### src/rtl/qgemm_basic_operand_fetcher.sv
// AXI4 read master: streams a contiguous block of 32-bit words from the QGEMM SRAM onto a valid/ready operand stream.
// Optional feature macro QGEMM_BASIC_FETCHER_4KB_SPLIT_EN: when defined, bursts never cross a 4 KB address boundary.
`ifndef REQUIRED_BW_OF_SLAVE_TID
`define REQUIRED_BW_OF_SLAVE_TID 4
`endif

module qgemm_basic_operand_fetcher #(
    parameter int BW_ADDR     = 32,
    parameter int BW_DATA     = 32,
    parameter int BW_AXI_TID  = `REQUIRED_BW_OF_SLAVE_TID,
    parameter int BURST_LEN   = 16,
    parameter int FIFO_DEPTH  = 32,
    parameter int BW_NUM_WORD = 16
) (
    input  logic                   clk,
    input  logic                   rstnn,
    input  logic                   start,
    input  logic [BW_ADDR-1:0]     base_addr,
    input  logic [BW_NUM_WORD-1:0] num_word,
    output logic                   busy,
    output logic                   done,
    output logic                   error,
    output logic [BW_AXI_TID-1:0]  txarid,
    output logic [BW_ADDR-1:0]     txaraddr,
    output logic [7:0]             txarlen,
    output logic [2:0]             txarsize,
    output logic [1:0]             txarburst,
    output logic                   txarvalid,
    input  logic                   txarready,
    input  logic [BW_AXI_TID-1:0]  txrid,
    input  logic [BW_DATA-1:0]     txrdata,
    input  logic [1:0]             txrresp,
    input  logic                   txrlast,
    input  logic                   txrvalid,
    output logic                   txrready,
    output logic [BW_DATA-1:0]     oq_data,
    output logic                   oq_valid,
    input  logic                   oq_ready
);
    localparam int BW_PTR = $clog2(FIFO_DEPTH);
    localparam int BW_CNT = BW_PTR + 1;
    localparam logic [BW_CNT-1:0]      DEPTH_CNT = BW_CNT'(FIFO_DEPTH);
    localparam logic [BW_NUM_WORD-1:0] BURST_CAP = BW_NUM_WORD'(BURST_LEN);
    localparam logic [BW_NUM_WORD-1:0] ONE_WORD  = BW_NUM_WORD'(1);
    localparam logic [BW_PTR-1:0]      ONE_PTR   = BW_PTR'(1);
    localparam logic [BW_CNT-1:0]      ONE_CNT   = BW_CNT'(1);

    typedef enum logic [1:0] {IDLE, ISSUE, RECV, DRAIN} state_t;

    state_t                 state_reg, state_next;
    logic [BW_ADDR-1:0]     addr_reg, addr_next;
    logic [BW_NUM_WORD-1:0] remaining_reg, remaining_next;
    logic [BW_NUM_WORD-1:0] burst_reg, burst_next;
    logic [BW_NUM_WORD-1:0] beat_reg, beat_next;
    logic                   error_reg, error_next;

    logic [BW_DATA-1:0]     mem [FIFO_DEPTH];
    logic [BW_PTR-1:0]      wr_ptr_reg, rd_ptr_reg;
    logic [BW_CNT-1:0]      count_reg;
    logic                   push, pop;

    logic [BW_NUM_WORD-1:0] beats;
    logic [BW_NUM_WORD-1:0] free_words;
    logic                   last_beat;
    logic                   unused_inputs;

`ifdef QGEMM_BASIC_FETCHER_4KB_SPLIT_EN
    logic [BW_NUM_WORD-1:0] to_boundary;
    assign to_boundary = BW_NUM_WORD'(11'd1024 - {1'b0, addr_reg[11:2]});
`endif

    always_comb begin
        beats = (remaining_reg < BURST_CAP) ? remaining_reg : BURST_CAP;
`ifdef QGEMM_BASIC_FETCHER_4KB_SPLIT_EN
        if (to_boundary < beats) begin
            beats = to_boundary;
        end
`endif
    end

    assign free_words = BW_NUM_WORD'(DEPTH_CNT - count_reg);
    assign last_beat  = (beat_reg == burst_reg - ONE_WORD);
    assign push       = (state_reg == RECV) && txrvalid;
    assign pop        = oq_valid && oq_ready;

    always_comb begin
        state_next     = state_reg;
        addr_next      = addr_reg;
        remaining_next = remaining_reg;
        burst_next     = burst_reg;
        beat_next      = beat_reg;
        error_next     = error_reg;
        txarvalid      = 1'b0;
        txrready       = 1'b0;
        done           = 1'b0;
        case (state_reg)
            IDLE: begin
                if (start) begin
                    addr_next      = {base_addr[BW_ADDR-1:2], 2'b00};
                    remaining_next = num_word;
                    error_next     = 1'b0;
                    state_next     = (num_word == '0) ? DRAIN : ISSUE;
                end
            end
            ISSUE: begin
                // Only ask for a burst the FIFO can swallow whole, so R never stalls.
                txarvalid = (free_words >= beats);
                if (txarvalid && txarready) begin
                    addr_next      = addr_reg + BW_ADDR'({beats, 2'b00});
                    remaining_next = remaining_reg - beats;
                    burst_next     = beats;
                    beat_next      = '0;
                    state_next     = RECV;
                end
            end
            RECV: begin
                txrready = 1'b1;
                if (txrvalid) begin
                    beat_next = beat_reg + ONE_WORD;
                    if (txrresp != 2'b00 || txrlast != last_beat) begin
                        error_next = 1'b1;
                    end
                    if (last_beat) begin
                        state_next = (remaining_reg == '0) ? DRAIN : ISSUE;
                    end
                end
            end
            DRAIN: begin
                if (count_reg == '0) begin
                    done       = 1'b1;
                    state_next = IDLE;
                end
            end
            default: state_next = IDLE;
        endcase
    end

    always_ff @(posedge clk or posedge rstnn) begin
        if (rstnn) begin
            state_reg     <= IDLE;
            addr_reg      <= '0;
            remaining_reg <= '0;
            burst_reg     <= '0;
            beat_reg      <= '0;
            error_reg     <= 1'b0;
            wr_ptr_reg    <= '0;
            rd_ptr_reg    <= '0;
            count_reg     <= '0;
        end else begin
            state_reg     <= state_next;
            addr_reg      <= addr_next;
            remaining_reg <= remaining_next;
            burst_reg     <= burst_next;
            beat_reg      <= beat_next;
            error_reg     <= error_next;
            if (push) begin
                wr_ptr_reg <= wr_ptr_reg + ONE_PTR;
            end
            if (pop) begin
                rd_ptr_reg <= rd_ptr_reg + ONE_PTR;
            end
            case ({push, pop})
                2'b10:   count_reg <= count_reg + ONE_CNT;
                2'b01:   count_reg <= count_reg - ONE_CNT;
                default: count_reg <= count_reg;
            endcase
        end
    end

    // Storage carries no reset; validity is tracked by the occupancy counter.
    always_ff @(posedge clk) begin
        if (push) begin
            mem[wr_ptr_reg] <= txrdata;
        end
    end

    assign oq_valid  = (count_reg != '0);
    assign oq_data   = mem[rd_ptr_reg];
    assign busy      = (state_reg != IDLE);
    assign error     = error_reg;
    assign txarid    = '0;
    assign txaraddr  = addr_reg;
    assign txarlen   = (state_reg == ISSUE) ? 8'(beats - ONE_WORD) : 8'd0;
    assign txarsize  = 3'd2;
    assign txarburst = 2'b01;

    assign unused_inputs = ^{txrid, base_addr[1:0]};

endmodule

### config.mk
export PLATFORM = sky130hd
export DESIGN_NAME = qgemm_basic_operand_fetcher
export DESIGN_NICKNAME = d
export VERILOG_FILES = /design/src/rtl/qgemm_basic_operand_fetcher.sv
export SDC_FILE = /design/constraint.sdc
export NUM_CORES = 1
export LEC_CHECK = 0
export CORE_ASPECT_RATIO = 2
export CORE_MARGIN = 2
export CORE_UTILIZATION = 55
export DETAILED_ROUTE_END_ITERATION = 6
export PLACE_DENSITY = 0.74
export SYNTH_ARGS = -nofsm -noshare
export SYNTH_HDL_FRONTEND = slang
export SYNTH_SLANG_ARGS = --single-unit
### constraint.sdc
create_clock -name clk -period 11.2 [get_ports clk]
set_clock_uncertainty 0.15 [all_clocks]
set_input_delay 2.8 -clock clk [delete_from_list [all_inputs] [get_ports clk]]
set_output_delay 2.8 -clock clk [all_outputs]
set_load 0.005 [all_outputs]
==> summary.md, run 1 <==
| Metric | Value |
|---|---|
| Number of post-CTS setup repair buffers | `0` |
| Hold Worst Slack | `0.347 ns` |
| Die span in x | `208 um` |
| TNS Setup | `0 ns` |
| Period minus WS final | `7.85 ns` |
| Number of flip-flops under the largest register name | `1024` |
| Starting DRC count in detailed routing | `2433` |
| Count of boundary I/O pins | `180` |
| Root buffer cell | `sky130_fd_sc_hd__clkbuf_16` |
| Fraction of power consumed by combinational cells | `31.1%` |
| Sequential fraction of the synthesis area | `72.2%` |
| Post-layout instance count excluding filler cells | `3677` |
| Setup repair after global routing missed its margin | `no` |
| Hold Startpoint | `error` |
| Reg-to-reg critical path startpoint | `remaining_reg[8]` |
| Number of flops mapped to enable cells by yosys | `1024` |
| Initial cell density of the core | `55.3%` |
| Number of H-tree branching levels | `3` |
| Max IR drop VDD | `0.243 mV` |
| Die Ht | `413 um` |
| Num rows | `150` |
| Most used flip-flop cell after synthesis | `sky130_fd_sc_hd__edfxtp_1` |
| Fraction of synthesis flops using an asynchronous set or reset pin | `8.65%` |
| Areal power density over the cells | `237 nW/um^2` |
| Cell area after technology mapping | `45900 um^2` |
| Final Slew Violations | `0` |
| Cts bufs inserted | `93` |
| Switching share of total power | `29.5%` |
| Core utilization of the finished layout | `62.8%` |
| Final Cell Area | `52200 um^2` |
| Dpl ws | `4.12 ns` |
| Setup WS post-layout | `3.35 ns` |
| Routed vias | `23.6k` |
| Leakage component of the power | `16.9 nW` |
| Via count of the first global-routing pass | `24.1k` |
| Number of violations of the max-capacitance limit | `0` |
| Power share of the sequential group | `42.0%` |
| Maximum number of pins on one net before global-route repair | `170` |
| Part of the total power dissipated in the clock network | `26.9%` |
| Gates resized, CTS repair | `0` |
| Data required time at the worst endpoint | `8.25 ns` |
| Area growth, synth to finish | `13.7%` |
| Clock sink total | `1121` |
| Number of remaining DRC errors | `0` |
| CP Launch Type | `register` |
| Most frequent standard cell in the layout excluding fill and tap cells | `sky130_fd_sc_hd__edfxtp_1` |
| Kind of end point of the critical path | `output port` |
| Net switching component of the power | `3.66 mW` |
| Count of distinct cell types in the synthesized netlist | `84` |
| DR vias/cell | `6.42` |
| GRT Overall Usage | `25.4%` |
| Number of cells in the design after placement | `3505` |
| Global route overflow | `0` |
| Buffer levels on the longest clock path | `3` |
| Clock latency reported for the late side of the worst-skew pair | `0.68 ns` |
| Wire length of the first global-routing pass | `159 mm` |
| Achievable frequency | `127 MHz` |
| Number of setup violations in the final report | `0` |
| Data arrival time at the worst-slack endpoint | `4.90 ns` |
| Number of nets in the layout | `2676` |
| Highest net fanout along the worst path | `18` |
| Worst setup startpoint | `remaining_reg[8]` |
| Synthesis warning total | `0` |
| Buffers on Ports | `162` |
| TritonCTS clock tree | `built` |
| Core box area | `83100 um^2` |
| Die Area | `86000 um^2` |
| Worst Hold Depth | `1` |
| Cells on worst reg2reg path | `15` |
| Hold Violations, Final | `0` |
| Worst slew pin tran | `1.10 ns` |
| Hold Path Class | `register to register` |
| Commonest non-fill, non-tap cells in the layout | `sky130_fd_sc_hd__edfxtp_1, sky130_fd_sc_hd__mux4_2, sky130_fd_sc_hd__clkdlybuf4s50_1, sky130_fd_sc_hd__clkbuf_16, sky130_fd_sc_hd__dfrtp_1` |
| Internal Power | `8.73 mW` |
| Kind of critical path | `register to output port` |
| Cells after synthesis | `2332` |
| Detailed-routing iteration count for the pre-antenna-repair pass | `7` |
| Fraction of final layout cells sized beyond drive strength 1 | `23.1%` |
| Worst slew margin | `26.3%` |
| # fillers | `5542` |
| Total chip power | `12.4 mW` |
| Number of antenna violations at the first check in global routing | `1` |
| Cell area after placement | `49100 um^2` |
| Routability cong. | `0.812` |
| Post-detailed-placement half-perimeter wirelength | `57.9 mm` |
| Post-route fraction of the period consumed by the critical path | `70.1%` |
| Hold bufs inserted after CTS | `0` |
| Post-synthesis area per instance | `19.7 um^2` |
| Wirelength, routed | `107 mm` |
| Outcome | `completed` |
| Count of nets left with antenna violations after detail routing | `0` |
| Number of register bits inferred by synthesis | `1121` |
| Register containing the most flip-flops in the final layout | `mem` |
| Register clock-pin slew on the reported worst setup and hold paths | `0.07 ns` |
| Drt wl/cell | `29.0 um` |
[metal layers]
layer	vias up	track usage (%)	share of wire (%)
li1	9918	-	-
met1	12500	34.6	39
met2	1054	42.6	51
met3	172	4.56	7.7
met4	0	7.54	2.6
met5	-	0	0
[power groups by stage]
stage	Clock (mW)	Combinational [mW]	Sequential [mW]
after CTS	3.38	3.90	5.21
after floorplan	0	2.75	5.06
final	3.34	3.86	5.20
after detailed placement	0	3.85	5.29
after global routing	3.53	4.15	5.24
after global placement	0	3.79	5.28
[worst max-delay path, cell delays in order (launching register included)]
cell	delay, ns
sky130_fd_sc_hd__dfrtp_1	0.46
sky130_fd_sc_hd__nor4_4	0.46
sky130_fd_sc_hd__nor3b_2	0.41
sky130_fd_sc_hd__and2_1	0.70
sky130_fd_sc_hd__nand2_1	0.28
sky130_fd_sc_hd__inv_1	0.22
sky130_fd_sc_hd__ha_1	0.15
sky130_fd_sc_hd__nand2b_1	0.09
sky130_fd_sc_hd__a21oi_1	0.07
sky130_fd_sc_hd__maj3_2	0.30
sky130_fd_sc_hd__or2_1	0.28
sky130_fd_sc_hd__a21oi_1	0.26
sky130_fd_sc_hd__clkdlybuf4s50_1	0.56
[final timing paths]
kind,to,slack (ns)
min in group asynchronous,txaraddr[11],2.37
worst min register to register,error,0.35
max in group asynchronous,txaraddr[4],7.26
worst max-delay path,txarvalid,3.35
worst max register to register,txaraddr[26],5.82
worst min-delay path,error,0.35
[cells by family (layout without fill, tap and decap cells)]
kind of cell | Yosys count | count (layout) | share of synthesized area [%]
flip-flops | 1121 | 1121 | 72.2
AO/OA/AOI/OAI | 224 | 224 | 3.22
other | 2 | 35 | 0.0163
XOR/XNOR | 62 | 62 | 1.18
adder cells (fa/ha/maj) | 48 | 48 | 1.34
AND/OR/NAND/NOR | 354 | 354 | 3.90
multiplexers | 360 | 360 | 16.7
buffers and inverters | 161 | 409 | 1.47
[area by class of cell]
| type | count | area, um^2 | area share (%) |
|---|---|---|---|
| Multi-Input combinational cell | 1082 | 12500 | 23.9 |
| Timing Repair Buffer | 210 | 2020 | 3.87 |
| Inverter | 28 | 108 | 0.206 |
| Clock inverter | 58 | 703 | 1.35 |
| Clock buffer | 113 | 2400 | 4.60 |
| Sequential cell | 1121 | 33200 | 63.6 |
| Tap cell | 1064 | 1330 | 2.55 |
| Antenna cell | 1 | 2.50 | 0.00479 |
[synth_stat cells, types with 4 or more instances]
master / number / share of area [%]
sky130_fd_sc_hd__a211oi_1: 6 / 0.098
sky130_fd_sc_hd__a21o_1: 11 / 0.18
sky130_fd_sc_hd__a21oi_1: 72 / 0.78
sky130_fd_sc_hd__a2bb2oi_1: 5 / 0.095
sky130_fd_sc_hd__a31oi_1: 17 / 0.23
sky130_fd_sc_hd__and2_1: 17 / 0.23
sky130_fd_sc_hd__and3_1: 15 / 0.20
sky130_fd_sc_hd__and4_1: 4 / 0.076
sky130_fd_sc_hd__buf_1: 24 / 0.20
sky130_fd_sc_hd__buf_2: 21 / 0.23
sky130_fd_sc_hd__buf_4: 12 / 0.20
sky130_fd_sc_hd__clkbuf_1: 76 / 0.62
sky130_fd_sc_hd__dfrtp_1: 97 / 5.3
sky130_fd_sc_hd__edfxtp_1: 1024 / 67
sky130_fd_sc_hd__ha_1: 45 / 1.2
sky130_fd_sc_hd__inv_1: 27 / 0.22
sky130_fd_sc_hd__mux2_2: 35 / 0.86
sky130_fd_sc_hd__mux2i_1: 5 / 0.11
sky130_fd_sc_hd__mux4_2: 320 / 16
sky130_fd_sc_hd__nand2_1: 88 / 0.72
sky130_fd_sc_hd__nand2b_1: 6 / 0.082
sky130_fd_sc_hd__nand3_1: 31 / 0.34
sky130_fd_sc_hd__nand4_1: 13 / 0.18
sky130_fd_sc_hd__nor2_1: 104 / 0.85
sky130_fd_sc_hd__nor2b_1: 6 / 0.082
sky130_fd_sc_hd__nor3_1: 23 / 0.25
sky130_fd_sc_hd__nor4_1: 10 / 0.14
sky130_fd_sc_hd__o21a_1: 7 / 0.11
sky130_fd_sc_hd__o21ai_0: 42 / 0.46
sky130_fd_sc_hd__o22ai_1: 10 / 0.14
sky130_fd_sc_hd__o31a_1: 4 / 0.076
sky130_fd_sc_hd__or3_1: 8 / 0.11
sky130_fd_sc_hd__or4_1: 6 / 0.098
sky130_fd_sc_hd__xnor2_1: 33 / 0.63
sky130_fd_sc_hd__xor2_1: 29 / 0.55
No activity file was read; power rests on OpenSTA's default activity.
==> inputs of run 2 (changes only) <==
Clock period 11.2 ns to 8.1 ns, I/O delays scaled along.
==> run 2 against run 1 <==
  * Via count is 0.66% lower
  * Non-clock buffer count up 8
  * Cell count is 0.19% higher
  * Routed wire length fell by 2.0%
  * Combinational power grew 38%
  * Setup slack got worse by 2.2 ns
  * Register-to-register slack lost 2.9 ns
  * Critical path depth stayed put
  * Clock power is 34% higher
  * Die area did not move
  * Sequential share of layout area hardly changed
  * Clock-buffer cell count up 1
  * Critical path type unchanged
==> summary.md, run 2 (same netlist as run 1, synthesis figures left out) <==
| Metric | Value |
|---|---|
| Outcome | `completed` |
| GRT Overall Usage | `24.8%` |
| Cell chain of the critical path | `nor4_4 -> nor3b_2 -> and2_1 -> nand2_1 -> inv_1 -> ha_1 -> nand2b_1 -> a21oi_1 -> maj3_2 -> or2_1 -> a21oi_1 -> clkdlybuf4s50_1` |
| Critical path's largest stage delay | `0.66 ns` |
| Clock latency reported for the late side of the worst-skew pair | `0.70 ns` |
| Final Slew Violations | `0` |
| Maximum number of pins on one net before global-route repair | `62` |
| Internal Power | `12.0 mW` |
| Hold Startpoint | `error` |
| Global route overflow | `0` |
| Die Ht | `413 um` |
| Number of remaining DRC errors | `0` |
| Wirelength, routed | `104 mm` |
| Max IR drop VDD | `0.263 mV` |
| Number of antenna violations at the first check in global routing | `4` |
| Period minus WS final | `6.90 ns` |
| Post-detailed-placement half-perimeter wirelength | `58.5 mm` |
| Hold Violations, Final | `0` |
| Net switching component of the power | `5.03 mW` |
| Achievable frequency | `145 MHz` |
| Starting DRC count in detailed routing | `2467` |
| Worst slew margin | `11.4%` |
| # fillers | `5478` |
| Buffers on Ports | `162` |
| Register containing the most flip-flops in the final layout | `mem` |
| Cell with the largest stage delay on the worst path | `sky130_fd_sc_hd__and2_1` |
| Number of flip-flops under the largest register name | `1024` |
| Most used cell along the critical path | `sky130_fd_sc_hd__a21oi_1` |
| Top delay family on crit path | `simple AND/OR/NAND/NOR gates` |
| Area of the multi-input gates | `12500 um^2` |
| Kind of end point of the critical path | `output port` |
| Leakage component of the power | `16.9 nW` |
| TNS Setup | `0 ns` |
| Wire length of the first global-routing pass | `155 mm` |
| Kind of critical path | `register to output port` |
| Part of the total power dissipated in the clock network | `26.2%` |
| Reg-to-reg critical path startpoint | `remaining_reg[8]` |
| Area growth, synth to finish | `13.7%` |
| DR vias/cell | `6.37` |
| CP bufs+invs | `2` |
| Number of H-tree branching levels | `3` |
| Number of post-CTS setup repair buffers | `0` |
| Register clock-pin slew on the reported worst setup and hold paths | `0.07 ns` |
| Core box area | `83100 um^2` |
| Count of nets left with antenna violations after detail routing | `0` |
| Fraction of final layout cells sized beyond drive strength 1 | `23.2%` |
| Most frequent standard cell in the layout excluding fill and tap cells | `sky130_fd_sc_hd__edfxtp_1` |
| Worst Hold Depth | `1` |
| Num rows | `150` |
| Core utilization of the finished layout | `62.8%` |
| Capturing point of the worst reg2reg path | `txaraddr[26]` |
| Commonest non-fill, non-tap cells in the layout | `sky130_fd_sc_hd__edfxtp_1, sky130_fd_sc_hd__mux4_2, sky130_fd_sc_hd__clkdlybuf4s50_1, sky130_fd_sc_hd__clkbuf_16, sky130_fd_sc_hd__dfrtp_1` |
| Areal power density over the cells | `326 nW/um^2` |
| Power share of the sequential group | `42.6%` |
| Worst reg2reg setup slack | `2.92 ns` |
| Count of boundary I/O pins | `180` |
| Cts bufs inserted | `92` |
| Data required time at the worst endpoint | `5.93 ns` |
| Die span in x | `208 um` |
| Hold bufs inserted after CTS | `0` |
| Buffer levels on the longest clock path | `3` |
| Hold Path Class | `register to register` |
| Post-route fraction of the period consumed by the critical path | `85.2%` |
| Initial cell density of the core | `55.3%` |
| Number of violations of the max-capacitance limit | `0` |
| Detailed-routing iteration count for the pre-antenna-repair pass | `5` |
| Via count of the first global-routing pass | `23.9k` |
| Root buffer cell | `sky130_fd_sc_hd__clkbuf_16` |
| Worst slew pin tran | `1.33 ns` |
| TritonCTS clock tree | `built` |
| Switching share of total power | `29.6%` |
| Drt wl/cell | `28.4 um` |
| Die Area | `86000 um^2` |
| Number of nets in the layout | `2683` |
| Highest net fanout along the worst path | `18` |
| Routed vias | `23.5k` |
| Sequential cell area | `33200 um^2` |
| Clock sink total | `1121` |
| Number of setup violations in the final report | `0` |
| CP Launch Type | `register` |
| Setup repair after global routing missed its margin | `no` |
| Worst Hold End | `error` |
| Gates resized, CTS repair | `0` |
| Fraction of power consumed by combinational cells | `31.2%` |
| Cells on worst reg2reg path | `15` |
| Data arrival time at the worst-slack endpoint | `4.73 ns` |
| Routability cong. | `0.802` |
run 2: cell count changes in the layout (fill, tap and decap cells not counted), moves of 2 or more:
cell                         delta
sky130_fd_sc_hd__bufinv_16      -4
sky130_fd_sc_hd__clkinvlp_4     -4
sky130_fd_sc_hd__buf_12         +4
sky130_fd_sc_hd__clkinv_16      +2
sky130_fd_sc_hd__inv_16         -2
sky130_fd_sc_hd__diode_2        +3
sky130_fd_sc_hd__clkinv_2       +5
sky130_fd_sc_hd__buf_4          +4
run 2: stage by stage:
step / area [um^2] / cells / setup slack (ns) / power [mW] / hold slack, ns
after global routing: 52200 / 3682 / 1.03 / 17.7 / 0.363
after detailed placement: 49200 / 3513 / 1.97 / 12.7 / 0.333
after global placement: 49200 / 3513 / 1.97 / 12.6 / 0.325
after floorplan: 46100 / 2364 / 3.05 / 10.8 / 0.324
after CTS: 52200 / 3680 / 1.20 / 17.1 / 0.348
final: 52200 / 3684 / 1.20 / 17.0 / 0.346
run 2: worst max-delay path by stage:
stage                      from   endpoint  cells past startpoint
2_1_floorplan  remaining_reg[8]  txarvalid                     11
3_3_place_gp   remaining_reg[8]  txarvalid                     12
3_5_place_dp   remaining_reg[8]  txarvalid                     12
4_1_cts        remaining_reg[8]  txarvalid                     12
5_1_grt        remaining_reg[8]  txarvalid                     12
6_report       remaining_reg[8]  txarvalid                     12
run 2: layer usage:
layer  vias to the layer above  global-route usage (%)  part of all wire, %
li1                       9954                       -                    -
met1                     12300                    33.4                   39
met2                      1016                    41.3                   50
met3                       213                    4.25                  7.6
met4                         2                    9.17                  3.3
met5                         -                       0               0.0096
run 2: final cells by class:
| class | instances | area share [%] |
|---|---|---|
| multi-input combinational | 1082 | 23.8 |
| clock buffer | 114 | 4.63 |
| clock inverter | 53 | 1.12 |
| inverter | 28 | 0.206 |
| tap | 1064 | 2.55 |
| sequential | 1121 | 63.6 |
| antenna | 4 | 0.0192 |
| timing repair buffer | 218 | 4.08 |
run 2: power by group through the flow:
stage / logic [mW] / registers (mW) / clock network [mW]
finish: 5.31 / 7.25 / 4.46
global placement: 5.23 / 7.34 / 0
global route: 5.69 / 7.30 / 4.73
detailed placement: 5.30 / 7.36 / 0
floorplan: 3.80 / 6.99 / 0
CTS: 5.35 / 7.25 / 4.52
